==> config.mk <==
export PLATFORM = sky130hd
export DESIGN_NAME = cond_unit_pipe_flat
export DESIGN_NICKNAME = d
export VERILOG_FILES = /design/src/rtl/cond_pkg.sv /design/src/rtl/cond_unit_pipe_if.sv /design/src/rtl/cond_eval.sv /design/src/rtl/cond_unit_pipe.sv /design/src/flat_wrapper.sv
export SDC_FILE = /design/constraint.sdc
export NUM_CORES = 1
export LEC_CHECK = 0
export ABC_AREA = 0
export BUFFER_PORTS_ARGS = -buffer_cell sky130_fd_sc_hd__buf_2
export CORE_UTILIZATION = 25
export CTS_CLUSTER_SIZE = 12
export DETAILED_ROUTE_END_ITERATION = 8
export GPL_TIMING_DRIVEN = 0
export PLACE_DENSITY = 0.48
export SLEW_MARGIN = 20
export SYNTH_ARGS = -nofsm -noshare
export SYNTH_HDL_FRONTEND = slang
export SYNTH_SLANG_ARGS = --single-unit
==> constraint.sdc <==
create_clock -name clk -period 8.2 [get_ports clk]
set_input_delay 2.05 -clock clk [delete_from_list [all_inputs] [get_ports clk]]
set_output_delay 2.05 -clock clk [all_outputs]
set_load 0.1 [all_outputs]
==> src/rtl/cond_pkg.sv <==
// Shared condition-code types for the Execute condition unit and Decode branch predictor.
// Pure type/constant package; no latency or backpressure of its own.
package cond_pkg;

  typedef enum logic [3:0] {
    EQ = 4'b0000, NE = 4'b0001, CS = 4'b0010, CC = 4'b0011,
    MI = 4'b0100, PL = 4'b0101, VS = 4'b0110, VC = 4'b0111,
    HI = 4'b1000, LS = 4'b1001, GE = 4'b1010, LT = 4'b1011,
    GT = 4'b1100, LE = 4'b1101, AL = 4'b1110, NV = 4'b1111
  } cond_e;

  localparam int FLAG_N = 3;
  localparam int FLAG_Z = 2;
  localparam int FLAG_C = 1;
  localparam int FLAG_V = 0;

  typedef logic [3:0] flags_t;

endpackage

==> src/rtl/cond_unit_pipe_if.sv <==
// Execute-stage control bundle between the pipeline (master) and the condition unit (slave).
// Perf-counter outputs exist only when COND_PERF_CNT_EN is defined.
interface cond_unit_pipe_if #(parameter int PERF_W = 32);
  import cond_pkg::*;

  logic       ValidE;
  logic       StallE;
  logic       FlushE;
  logic [3:0] CondE;
  logic [1:0] FlagWriteE;
  flags_t     ALUFlags;
  logic       RegWriteE;
  logic       MemWriteE;
  logic       PCSrcE;
  logic       FlagSave;
  logic       FlagRestore;
  logic       RegWriteGE;
  logic       MemWriteGE;
  logic       PCSrcGE;
  logic       CondExE;
  flags_t     Flags;
  logic       CarryFlag;
  flags_t     SavedFlags;
`ifdef COND_PERF_CNT_EN
  logic [PERF_W-1:0] ExecCount;
  logic [PERF_W-1:0] AnnulCount;

  modport master (
    output ValidE, StallE, FlushE, CondE, FlagWriteE, ALUFlags,
           RegWriteE, MemWriteE, PCSrcE, FlagSave, FlagRestore,
    input  RegWriteGE, MemWriteGE, PCSrcGE, CondExE, Flags, CarryFlag,
           SavedFlags, ExecCount, AnnulCount
  );
  modport slave (
    input  ValidE, StallE, FlushE, CondE, FlagWriteE, ALUFlags,
           RegWriteE, MemWriteE, PCSrcE, FlagSave, FlagRestore,
    output RegWriteGE, MemWriteGE, PCSrcGE, CondExE, Flags, CarryFlag,
           SavedFlags, ExecCount, AnnulCount
  );
`else
  modport master (
    output ValidE, StallE, FlushE, CondE, FlagWriteE, ALUFlags,
           RegWriteE, MemWriteE, PCSrcE, FlagSave, FlagRestore,
    input  RegWriteGE, MemWriteGE, PCSrcGE, CondExE, Flags, CarryFlag,
           SavedFlags
  );
  modport slave (
    input  ValidE, StallE, FlushE, CondE, FlagWriteE, ALUFlags,
           RegWriteE, MemWriteE, PCSrcE, FlagSave, FlagRestore,
    output RegWriteGE, MemWriteGE, PCSrcGE, CondExE, Flags, CarryFlag,
           SavedFlags
  );
`endif

endinterface

==> src/rtl/cond_eval.sv <==
// ARM condition-field evaluator against an NZCV value; purely combinational.
// No state, no backpressure.
module cond_eval
  import cond_pkg::*;
(
  input  cond_e  cond,
  input  flags_t flags,
  output logic   pass
);

  logic n, z, c, v;

  assign n = flags[FLAG_N];
  assign z = flags[FLAG_Z];
  assign c = flags[FLAG_C];
  assign v = flags[FLAG_V];

  always_comb begin
    pass = 1'b0;
    unique case (cond)
      EQ: pass = z;
      NE: pass = ~z;
      CS: pass = c;
      CC: pass = ~c;
      MI: pass = n;
      PL: pass = ~n;
      VS: pass = v;
      VC: pass = ~v;
      HI: pass = c & ~z;
      LS: pass = ~c | z;
      GE: pass = (n == v);
      LT: pass = (n != v);
      GT: pass = ~z & (n == v);
      LE: pass = z | (n != v);
      AL: pass = 1'b1;
      NV: pass = 1'b1;
      default: pass = 1'b0;
    endcase
  end

endmodule

==> src/rtl/cond_unit_pipe.sv <==
// Execute NZCV register, condition check and write gating; flags update visible next cycle.
// No backpressure: StallE only blocks state updates; COND_PERF_CNT_EN adds exec/annul counters.
module cond_unit_pipe
  import cond_pkg::*;
#(
  parameter flags_t RESET_FLAGS = 4'b0000,
  parameter int     PERF_W      = 32
) (
  input logic         clk,
  input logic         reset,
  cond_unit_pipe_if.slave bus
);

  flags_t flags_q;
  flags_t saved_q;
  logic   cond_pass;
  logic   fire;
  logic   live;

  cond_eval u_eval (
    .cond  (cond_e'(bus.CondE)),
    .flags (flags_q),
    .pass  (cond_pass)
  );

  assign fire = bus.ValidE & ~bus.StallE & ~bus.FlushE;
  // Gated writes ignore the stall; downstream pipeline registers hold on StallE themselves.
  assign live = cond_pass & bus.ValidE & ~bus.FlushE;

  assign bus.CondExE    = cond_pass;
  assign bus.RegWriteGE = bus.RegWriteE & live;
  assign bus.MemWriteGE = bus.MemWriteE & live;
  assign bus.PCSrcGE    = bus.PCSrcE & live;
  assign bus.Flags      = flags_q;
  assign bus.CarryFlag  = flags_q[FLAG_C];
  assign bus.SavedFlags = saved_q;

  // Restore beats a fired flag write; save always captures the pre-update value.
  always_ff @(posedge clk) begin
    if (reset) begin
      flags_q <= RESET_FLAGS;
      saved_q <= RESET_FLAGS;
    end else begin
      if (bus.FlagSave)
        saved_q <= flags_q;
      if (bus.FlagRestore) begin
        flags_q <= saved_q;
      end else if (fire && cond_pass) begin
        if (bus.FlagWriteE[1]) begin
          flags_q[FLAG_N] <= bus.ALUFlags[FLAG_N];
          flags_q[FLAG_Z] <= bus.ALUFlags[FLAG_Z];
        end
        if (bus.FlagWriteE[0]) begin
          flags_q[FLAG_C] <= bus.ALUFlags[FLAG_C];
          flags_q[FLAG_V] <= bus.ALUFlags[FLAG_V];
        end
      end
    end
  end

`ifdef COND_PERF_CNT_EN
  logic [PERF_W-1:0] exec_cnt_q;
  logic [PERF_W-1:0] annul_cnt_q;

  always_ff @(posedge clk) begin
    if (reset) begin
      exec_cnt_q  <= '0;
      annul_cnt_q <= '0;
    end else if (fire) begin
      if (cond_pass)
        exec_cnt_q  <= exec_cnt_q + 1'b1;
      else
        annul_cnt_q <= annul_cnt_q + 1'b1;
    end
  end

  assign bus.ExecCount  = exec_cnt_q;
  assign bus.AnnulCount = annul_cnt_q;
`endif

endmodule
==> src/flat_wrapper.sv <==
// flat-port wrapper written by rule: the top's interface ports become plain ports
module cond_unit_pipe_flat import cond_pkg::*;
#(
  parameter flags_t RESET_FLAGS = 4'b0000,
  parameter int     PERF_W      = 32
)
  (clk, reset, bus_ValidE, bus_StallE, bus_FlushE, bus_CondE, bus_FlagWriteE, bus_ALUFlags, bus_RegWriteE, bus_MemWriteE, bus_PCSrcE, bus_FlagSave, bus_FlagRestore, bus_RegWriteGE, bus_MemWriteGE, bus_PCSrcGE, bus_CondExE, bus_Flags, bus_CarryFlag, bus_SavedFlags);
  cond_unit_pipe_if #(.PERF_W(PERF_W)) bus_i ();
  input logic clk;
  input logic reset;
  input wire logic [$bits(bus_i.ValidE)-1:0] bus_ValidE;
  input wire logic [$bits(bus_i.StallE)-1:0] bus_StallE;
  input wire logic [$bits(bus_i.FlushE)-1:0] bus_FlushE;
  input wire logic [$bits(bus_i.CondE)-1:0] bus_CondE;
  input wire logic [$bits(bus_i.FlagWriteE)-1:0] bus_FlagWriteE;
  input wire logic [$bits(bus_i.ALUFlags)-1:0] bus_ALUFlags;
  input wire logic [$bits(bus_i.RegWriteE)-1:0] bus_RegWriteE;
  input wire logic [$bits(bus_i.MemWriteE)-1:0] bus_MemWriteE;
  input wire logic [$bits(bus_i.PCSrcE)-1:0] bus_PCSrcE;
  input wire logic [$bits(bus_i.FlagSave)-1:0] bus_FlagSave;
  input wire logic [$bits(bus_i.FlagRestore)-1:0] bus_FlagRestore;
  output wire logic [$bits(bus_i.RegWriteGE)-1:0] bus_RegWriteGE;
  output wire logic [$bits(bus_i.MemWriteGE)-1:0] bus_MemWriteGE;
  output wire logic [$bits(bus_i.PCSrcGE)-1:0] bus_PCSrcGE;
  output wire logic [$bits(bus_i.CondExE)-1:0] bus_CondExE;
  output wire logic [$bits(bus_i.Flags)-1:0] bus_Flags;
  output wire logic [$bits(bus_i.CarryFlag)-1:0] bus_CarryFlag;
  output wire logic [$bits(bus_i.SavedFlags)-1:0] bus_SavedFlags;
  assign bus_i.ValidE = bus_ValidE;
  assign bus_i.StallE = bus_StallE;
  assign bus_i.FlushE = bus_FlushE;
  assign bus_i.CondE = bus_CondE;
  assign bus_i.FlagWriteE = bus_FlagWriteE;
  assign bus_i.ALUFlags = bus_ALUFlags;
  assign bus_i.RegWriteE = bus_RegWriteE;
  assign bus_i.MemWriteE = bus_MemWriteE;
  assign bus_i.PCSrcE = bus_PCSrcE;
  assign bus_i.FlagSave = bus_FlagSave;
  assign bus_i.FlagRestore = bus_FlagRestore;
  assign bus_RegWriteGE = bus_i.RegWriteGE;
  assign bus_MemWriteGE = bus_i.MemWriteGE;
  assign bus_PCSrcGE = bus_i.PCSrcGE;
  assign bus_CondExE = bus_i.CondExE;
  assign bus_Flags = bus_i.Flags;
  assign bus_CarryFlag = bus_i.CarryFlag;
  assign bus_SavedFlags = bus_i.SavedFlags;
  cond_unit_pipe #(.RESET_FLAGS(RESET_FLAGS), .PERF_W(PERF_W)) u_core (.clk(clk), .reset(reset), .bus(bus_i));
endmodule
== Yosys cells after proc, flatten, opt, wreduce, memory -nomap -nowiden ==
Index checks and enable logic that the tools add are counted.

* Bits in registers: 8
* Memory bits (read-only): 0
* Bits in writable memories: 0
* Memories kept: 0
* Input port bits: 20
* Word-level logic and storage cells: 50
* Output and inout port bits: 13
* Bits in latches: 0

* Mux-type cells: 5
* Eq/ne operators: 17
* Multipliers: 0
* Divide/modulo/power cells: 0
* $lt $le $gt $ge: 0
* Bitwise logic cells: 17
* $add $sub $neg: 0
* Reductions and logical operators: 8
* Shifts and indexed selects: 0

{| class="wikitable"
|+ Operators by type and width
! cell !! number
|-
| equality test 4 bit, second input constant || 8
|-
| equality test 4 x 3 -> 1 bit, second input constant || 4
|-
| one-hot mux 1 bit (15 select lines) || 1
|-
| AND 1 bit || 9
|-
| equality test 4 x 2 -> 1 bit, second input constant || 2
|-
| two-way mux 4 bit || 2
|-
| NOT 1 bit || 6
|-
| nonzero test 2 bit || 3
|-
| equality test 4 x 1 -> 1 bit, second input constant || 1
|-
| logical NOT 4 bit || 1
|-
| two-way mux 2 bit || 2
|-
| AND reduction 2 bit || 2
|-
| OR 1 bit || 2
|-
| OR reduction 2 bit || 1
|-
| equality test 1 bit || 1
|-
| logical AND 1 bit || 1
|-
| inequality test 1 bit || 1
|}

== Longest topological paths before layout ==
Gate-level depths: netlist (run 1).

* Depth in word-level cells: 6
* Mapped depth: 8
* Depth with buffers taken out: 6

== Hierarchy ==
From an unflattened synthesis (run 1), not the netlist that was laid out.

* Cell total of the unflattened synthesis: 69
* Area total of the unflattened synthesis: 596.8 um^2

{| class="wikitable"
|+ By module, submodules not included
! module !! times used !! cells each !! seq. area each (um^2) !! area each (um^2)
|-
| cond_unit_pipe || 1 || 40 || 160.2 || 395.4
|-
| cond_eval || 1 || 29 || 0.0 || 201.4
|}

== Worst setup path before layout (run 1) ==
No wires, ideal clock.

* Path type: input-to-output
* From: input bus_CondE[2]
* To: output bus_MemWriteGE
* Buffers on the path: 2
* Stages on the path: 6
* Arrival time: 4.117 ns
* Setup slack: 2.033 ns
* Cell sequence: buf_6 > or4b_4 > a311oi_2 > or4_1 > buf_6 > and3_1

* Longest elaborated chain between the ends: 6

{| class="wikitable"
|+ Ends and longest elaborated chain
! element !! RTL line !! text
|-
| from (decl) || flat_wrapper.sv:14 || <nowiki>input wire logic [$bits(bus_i.CondE)-1:0] bus_CondE;</nowiki>
|-
| equality test 4 bit || cond_eval.sv:20 || <nowiki>unique case (cond)</nowiki>
|-
| OR reduction 2 bit (no line) || n/a ||
|-
| one-hot mux 1 bit (15 select lines) (*) || cond_eval.sv:20 ||
|-
| named net bus_CondExE || flat_wrapper.sv:25 || <nowiki>output wire logic [$bits(bus_i.CondExE)-1:0] bus_CondExE;</nowiki>
|-
| AND 1 bit (*) (2 in a row) || cond_unit_pipe.sv:28 || <nowiki>assign live = cond_pass & bus.ValidE & ~bus.FlushE;</nowiki>
|-
| AND 1 bit (*) || cond_unit_pipe.sv:32 || <nowiki>assign bus.MemWriteGE = bus.MemWriteE & live;</nowiki>
|-
| to (decl) || flat_wrapper.sv:23 || <nowiki>output wire logic [$bits(bus_i.MemWriteGE)-1:0] bus_MemWriteGE;</nowiki>
|}

The timed path passes the listed nets; every way through them passes the cells marked *.

== Worst setup path in the final report (run 1) ==
* From: input bus_CondE[3]
* To: output bus_MemWriteGE

* Longest elaborated chain between the ends: 6

{| class="wikitable"
|+ Ends and longest elaborated chain
! element !! RTL line
|-
| equality test 4 bit || cond_eval.sv:20
|-
| OR reduction 2 bit (no line) || n/a
|-
| one-hot mux 1 bit (15 select lines) (*) || cond_eval.sv:20
|-
| AND 1 bit (*) (2 in a row) || cond_unit_pipe.sv:28
|-
| AND 1 bit (*) || cond_unit_pipe.sv:32
|}

Every way passes the cells marked *; elsewhere a longest branch is shown, timed or not.

==> key figures, run 1 <==
Min path
  – Hold Path Class: reg2reg

Critical path
  – Critical path launch point type: input port
  – Critical path capture point type: output pin
  – Crit-path max FO: 10
  – Crit-path most repeated cell: buf_2
  – Slowest CP cell: or4_1
  – Crit-path cells: buf_2, buf_4, a211oi_2, a211oi_1, o31a_1, or4_1, buf_6, and3_1, buf_2
  – Max incr delay on CP: 0.55 ns
  – CP bufs+invs: 4
  – WP data arrival: 4.04 ns
  – Crit Path Class: in2out
  – CP Data Required Time: 6.15 ns
  – Crit-path leading delay family: buffers and inverters

Routing
  – Avg Vias per Cell: 4.97
  – Initial DRC count: 4
  – Vias: 696
  – Drt first pass iters: 4
  – Antenna viol nets, final: 0
  – DRC violations left: 0
  – Final wirelength: 1.68 mm
  – Wire length per cell: 12.0 um

Synthesis
  – Post-Syn Nets: 99
  – Cell area after synthesis: 682 um^2
  – Sequential fraction of the synthesis area: 23.5%
  – Syn Area/Cell: 8.63 um^2
  – Yosys warning total: 0
  – Post-synth EDFFs: 0
  – Cells after Synth: 79
  – Unique masters post-synth: 37
  – Seq cells post-synth: 8
  – Async S/R FF share, synth: 0%
  – Ys flop type: dfxtp_1

STA
  – Final setup vio count: 0
  – Fraction of the cycle the final worst path needs: 74.3%
  – Layout Skew: 0.000907 ns
  – Slew @ Worst Pin: 0.557 ns
  – Relative slew slack: 62.8%
  – Setup tns final: 0 ns
  – Final critical-path required period: 6.09 ns
  – RSZ-0062 raised after global routing: false
  – Final Slew Violations: 0
  – Hold Violations, Final: 0
  – Achievable Freq: 164 MHz

Final layout
  – Fillers: 292
  – Storage cell area: 160 um^2
  – Multi-input logic area: 430 um^2
  – Final instance area: 882 um^2
  – Layout Cells excl Fill: 140
  – Most frequent cells in the layout: buf_2, inv_1, dfxtp_1
  – Final net count: 132
  – Share of cells above drive strength 1: 40.9%
  – Commonest non-fill, non-tap cell in the layout: buf_2
  – Syn-to-layout area delta: 29.4%
  – Ant. Diodes: 0

Place
  – Cell Area, Placed: 860 um^2
  – Routability-driven placement congestion ratio: 0.762
  – Post-Place Cells: 137
  – Port-buffer cells: 28
  – DP HPWL: 1.34 mm

Clock tree
  – Reg clk slew, reported paths: 0.05 ns
  – Root buf cell: clkbuf_4
  – Insertion delay to the later sink of the worst-skew pair: 0.24 ns
  – Cts bufs inserted: 3
  – Clock Sinks: 8
  – Cts hold-fix bufs: 0
  – Cts repair resizes: 0
  – CTS tree: done
  – CTS max path bufs: 2
  – CTS H-tree depth: 1
  – Postcts setup bufs: 0

Floorplan
  – Core Footprint: 2520 um^2
  – # IOs: 33
  – Die Wd: 54.2 um
  – Initial core utilization: 27.0%
  – Rows: 18
  – Die Area: 2940 um^2
  – Die Span Y: 54.2 um

Global route
  – Largest net degree at the start of global routing: 11
  – Initial antenna violation count: 0
  – First-pass GRT wire length: 2.84 mm
  – Vias in the first global route: 672
  – Overflow after GRT: 0
  – Total GRT Usage: 13.3%

Run
  – Max Cap Violations: 0

Power
  – Leak: 0.000406 uW
  – Worst vdd ir: 0.0000809 V
  – Cell Pwr Density: 144 nW/um^2

Run status
  – Status: finished clean
-- kinds of logic (layout without fill, tap and decap cells) --
group	after synthesis	after routing	synth area share [%]
simple gates	27	27	24.0
flops	8	8	23.5
mux	5	5	7.34
buf+inv	16	47	13.4
xor+xnor	2	2	2.57
compound gates	21	21	29.2
-- where the power goes --
group          internal (uW)  switching (uW)  leakage [uW]  total, uW
clock                   16.6            11.8     0.0000138       28.5
combinational           15.9            39.4      0.000326       55.3
sequential              40.7            2.34     0.0000655       43.1
total                   73.3            53.5      0.000406        127
-- registers in the layout, summed over array words and instances, names as in the netlist --
register	flops
u_core.bus.SavedFlags	4
u_core.bus.Flags	4
-- layer usage --
metal	share of wire, %	GRT usage, %
met3	4.6	1.67
met2	52	23.8
met5	0	0
met4	0	3.85
met1	43	16.3
-- synthesized netlist by cell type (2+ instances only) --
library cell | instances | area [um^2]
dfxtp_1 | 8 | 160
inv_1 | 8 | 30.0
nor2_1 | 7 | 26.3
mux2i_1 | 5 | 50.1
o31ai_1 | 4 | 30.0
a221oi_2 | 3 | 45.0
and3_1 | 3 | 18.8
buf_6 | 3 | 33.8
nand3b_1 | 3 | 22.5
nor2b_1 | 3 | 18.8
a31oi_1 | 2 | 12.5
and2_1 | 2 | 12.5
buf_4 | 2 | 15.0
nand2b_1 | 2 | 12.5
nand3_1 | 2 | 10.0
-- worst paths after layout --
kind / cells past startpoint / from / endpoint / slack (ns)
max: 9 / bus_CondE[3] / bus_MemWriteGE / 2.11
max reg2reg: 7 / u_core.bus.Flags[2] / u_core.bus.Flags[0] / 5.97
min reg2reg: 2 / u_core.bus.SavedFlags[1] / u_core.bus.Flags[1] / 0.49
min: 2 / u_core.bus.SavedFlags[1] / u_core.bus.Flags[1] / 0.49
-- worst register-to-register path, delay by kind of cell (launching register included) --
family	cells	cell delay, ns
AO/OA/AOI/OAI	4	0.93
AND/OR/NAND/NOR	2	0.67
flip-flops	1	0.35
buffers and inverters	1	0.16
-- layout make-up --
class                      count  area share (%)
sequential                     8            18.2
buffer                         8            6.95
timing repair buffer          28            15.9
tap                           30            4.26
inverter                       8            3.40
clock buffer                   3            2.55
multi-input combinational     55            48.8
-- metrics by stage --
| stage | total power [uW] | hold slack, ns | setup slack [ns] | util [%] |
|---|---|---|---|---|
| floorplan | 87.9 | 0.911 | 2.03 | - |
| global placement | 98.8 | 0.481 | 2.14 | 34.1 |
| detailed placement | 99.5 | 0.486 | 2.12 | 34.1 |
| CTS | 129 | 0.498 | 2.11 | 35.0 |
| global route | 136 | 0.527 | 2.01 | 35.0 |
| finish | 127 | 0.488 | 2.11 | 35.0 |
Power figures use the tool's default switching activity.
==> run 2: changes to the inputs <==
--- a/config.mk
+++ b/config.mk
@@ -11,7 +11,7 @@
 export CTS_CLUSTER_SIZE = 12
 export DETAILED_ROUTE_END_ITERATION = 8
 export GPL_TIMING_DRIVEN = 0
-export PLACE_DENSITY = 0.48
+export PLACE_DENSITY = 0.49
 export SLEW_MARGIN = 20
 export SYNTH_ARGS = -nofsm -noshare
 export SYNTH_HDL_FRONTEND = slang
==> constraint.sdc (replaced) <==
create_clock -name clk -period 4.9 [get_ports clk]
set_input_delay 1.225 -clock clk [delete_from_list [all_inputs] [get_ports clk]]
set_output_delay 1.225 -clock clk [all_outputs]
set_load 0.1 [all_outputs]
==> run 2 against run 1 <==
Compared with the run above: clock-buffer cell count unchanged; total power up 69%; clock skew down 0.00085 ns; critical path type unchanged.
==> key figures, run 2 (synthesized netlist as in run 1, its figures left out) <==
Run status
  – Status: finished clean

Min path
  – Worst hold stages: 2 (unchanged)
  – Hold_sp: u_core.bus.SavedFlags[1]
  – Hold Path End: u_core.bus.Flags[1]
  – Hold Path Class: reg2reg

Place
  – DP HPWL: 1.29 mm (-3.2%)
  – Port-buffer cells: 28 (unchanged)
  – Routability-driven placement congestion ratio: 0.737 (-3.2%)
  – Cell Area, Placed: 860 um^2 (unchanged)
  – Post-Place Cells: 137 (unchanged)
  – Pre-CTS setup slack: 0.490 ns (-1.63 ns)

STA
  – Final Worst Setup Slack: 0.476 ns (-1.63 ns)
  – Achievable Freq: 226 MHz
  – Final critical-path required period: 4.42 ns
  – Slew @ Worst Pin: 0.499 ns (-0.0580 ns)
  – Relative slew slack: 66.7% (+3.9 points)
  – Fraction of the cycle the final worst path needs: 90.3%
  – Hold Violations, Final: 0 (unchanged)
  – Final setup vio count: 0 (unchanged)
  – Setup tns final: 0 ns (unchanged)
  – Layout Skew: 0.0000614 ns (-0.000846 ns)
  – Final Slew Violations: 0 (unchanged)
  – RSZ-0062 raised after global routing: false

Floorplan
  – Core Footprint: 2520 um^2 (unchanged)
  – Die Wd: 54.2 um (unchanged)
  – # IOs: 33 (unchanged)
  – Die Area: 2940 um^2 (unchanged)
  – Die Span Y: 54.2 um (unchanged)
  – Initial core utilization: 27.0% (unchanged)
  – Rows: 18 (unchanged)

Power
  – Worst vdd ir: 0.000172 V (+110%)
  – Cell Pwr Density: 243 nW/um^2 (+69%)
  – Leak: 0.000406 uW (unchanged)

Routing
  – Top sig layer: met3
  – Antenna viol nets, final: 0 (unchanged)
  – Final wirelength: 1.64 mm (-2.9%)
  – Drt first pass iters: 4 (unchanged)
  – Wire length per cell: 11.7 um (-2.9%)
  – Initial DRC count: 6 (+2)
  – Met2 wire length: 803 um (-8.4%)
  – Vias: 693 (-0.43%)
  – Met1 Wirelength: 735 um (+1.1%)
  – DR WL met3: 96 um (+23%)
  – DRC violations left: 0 (unchanged)
  – Avg Vias per Cell: 4.95 (-0.43%)

Critical path
  – Slack of the worst reg-to-reg path: 2.74 ns (-3.23 ns)
  – WP data arrival: 3.20 ns (-0.84 ns)
  – Worst R2R Path Depth: 7 (unchanged)
  – Critical path capture point type: output pin
  – Reg-to-Reg End: u_core.bus.Flags[0]
  – R2r startpoint: u_core.bus.Flags[2]
  – CP Data Required Time: 3.67 ns (-2.48 ns)
  – Critical path launch point type: input port
  – Crit-path max FO: 10 (unchanged)
  – Crit Path Class: in2out
  – Crit. Startpoint: bus_CondE[3]

Clock tree
  – Reg clk slew, reported paths: 0.05 ns (about the same)
  – Insertion delay to the later sink of the worst-skew pair: 0.25 ns (about the same)
  – CTS tree: done
  – CTS H-tree depth: 1 (unchanged)
  – Cts hold-fix bufs: 0 (unchanged)
  – Root buf cell: clkbuf_4
  – Postcts setup bufs: 0 (unchanged)
  – Cts repair resizes: 0 (unchanged)
  – Clock Sinks: 8 (unchanged)
  – Cts bufs inserted: 3 (unchanged)
  – CTS max path bufs: 2 (unchanged)

Final layout
  – Final instance area: 882 um^2 (unchanged)
  – Syn-to-layout area delta: 29.4% (unchanged)
  – Ant. Diodes: 0 (unchanged)
  – Storage cell area: 160 um^2 (unchanged)
  – Layout Cells excl Fill: 140 (unchanged)
  – Most frequent cells in the layout: buf_2, inv_1, dfxtp_1
  – Multi-input logic area: 430 um^2 (unchanged)
  – Fin util: 35.0% (unchanged)
  – Commonest non-fill, non-tap cell in the layout: buf_2
  – Share of cells above drive strength 1: 40.9% (unchanged)
  – Final net count: 132 (unchanged)
  – Fillers: 292 (unchanged)

Run
  – Max Cap Violations: 0 (unchanged)

Global route
  – Initial antenna violation count: 0 (unchanged)
  – Total GRT Usage: 12.9% (-0.34 points)
  – First-pass GRT wire length: 2.81 mm (-0.95%)
  – Largest net degree at the start of global routing: 11 (unchanged)
  – Overflow after GRT: 0 (unchanged)
  – Vias in the first global route: 687 (+2.2%)
## run 2: report_power, final
part           switching [uW]  leakage (uW)  total (uW)  internal [uW]
clock network            21.9     0.0000138        49.8           28.0
registers                3.86     0.0000655        72.0           68.1
logic                    65.8      0.000326        92.4           26.7
## run 2: cell type report
cell class / instances / share of cell area [%]
buffer: 8 / 6.95
clock buffer: 3 / 2.55
inverter: 8 / 3.40
multi-input combinational: 55 / 48.8
sequential: 8 / 18.2
tap: 30 / 4.26
timing repair buffer: 28 / 15.9
## run 2: metal layers
metal	vias up	global-route usage, %
li1	354	-
met1	318	14.7
met2	21	24.2
met3	0	3.89
met4	0	1.28
met5	-	0
## run 2: stage by stage
| stage | hold WS (ns) | power [uW] |
|---|---|---|
| after detailed placement | 0.475 | 166 |
| after floorplan | 0.911 | 147 |
| after global placement | 0.481 | 165 |
| after global routing | 0.520 | 226 |
| after CTS | 0.483 | 217 |
| final | 0.483 | 214 |
## run 2: how the worst max path moves through the flow
stage                                end  slack (ns)  cells past startpoint
after floorplan           bus_MemWriteGE        0.38                      6
after global placement    bus_RegWriteGE        0.50                      9
after detailed placement     bus_PCSrcGE        0.49                      9
after CTS                    bus_PCSrcGE        0.48                      9
after global routing      bus_RegWriteGE        0.42                      9
final                        bus_PCSrcGE        0.48                      9
## run 2: worst max-delay path, cell delays in order
cell	delay [ns]
buf_2	0.10
buf_4	0.16
a211oi_2	0.21
a211oi_1	0.08
o31a_1	0.28
or4_1	0.54
buf_6	0.16
and3_1	0.15
buf_2	0.28
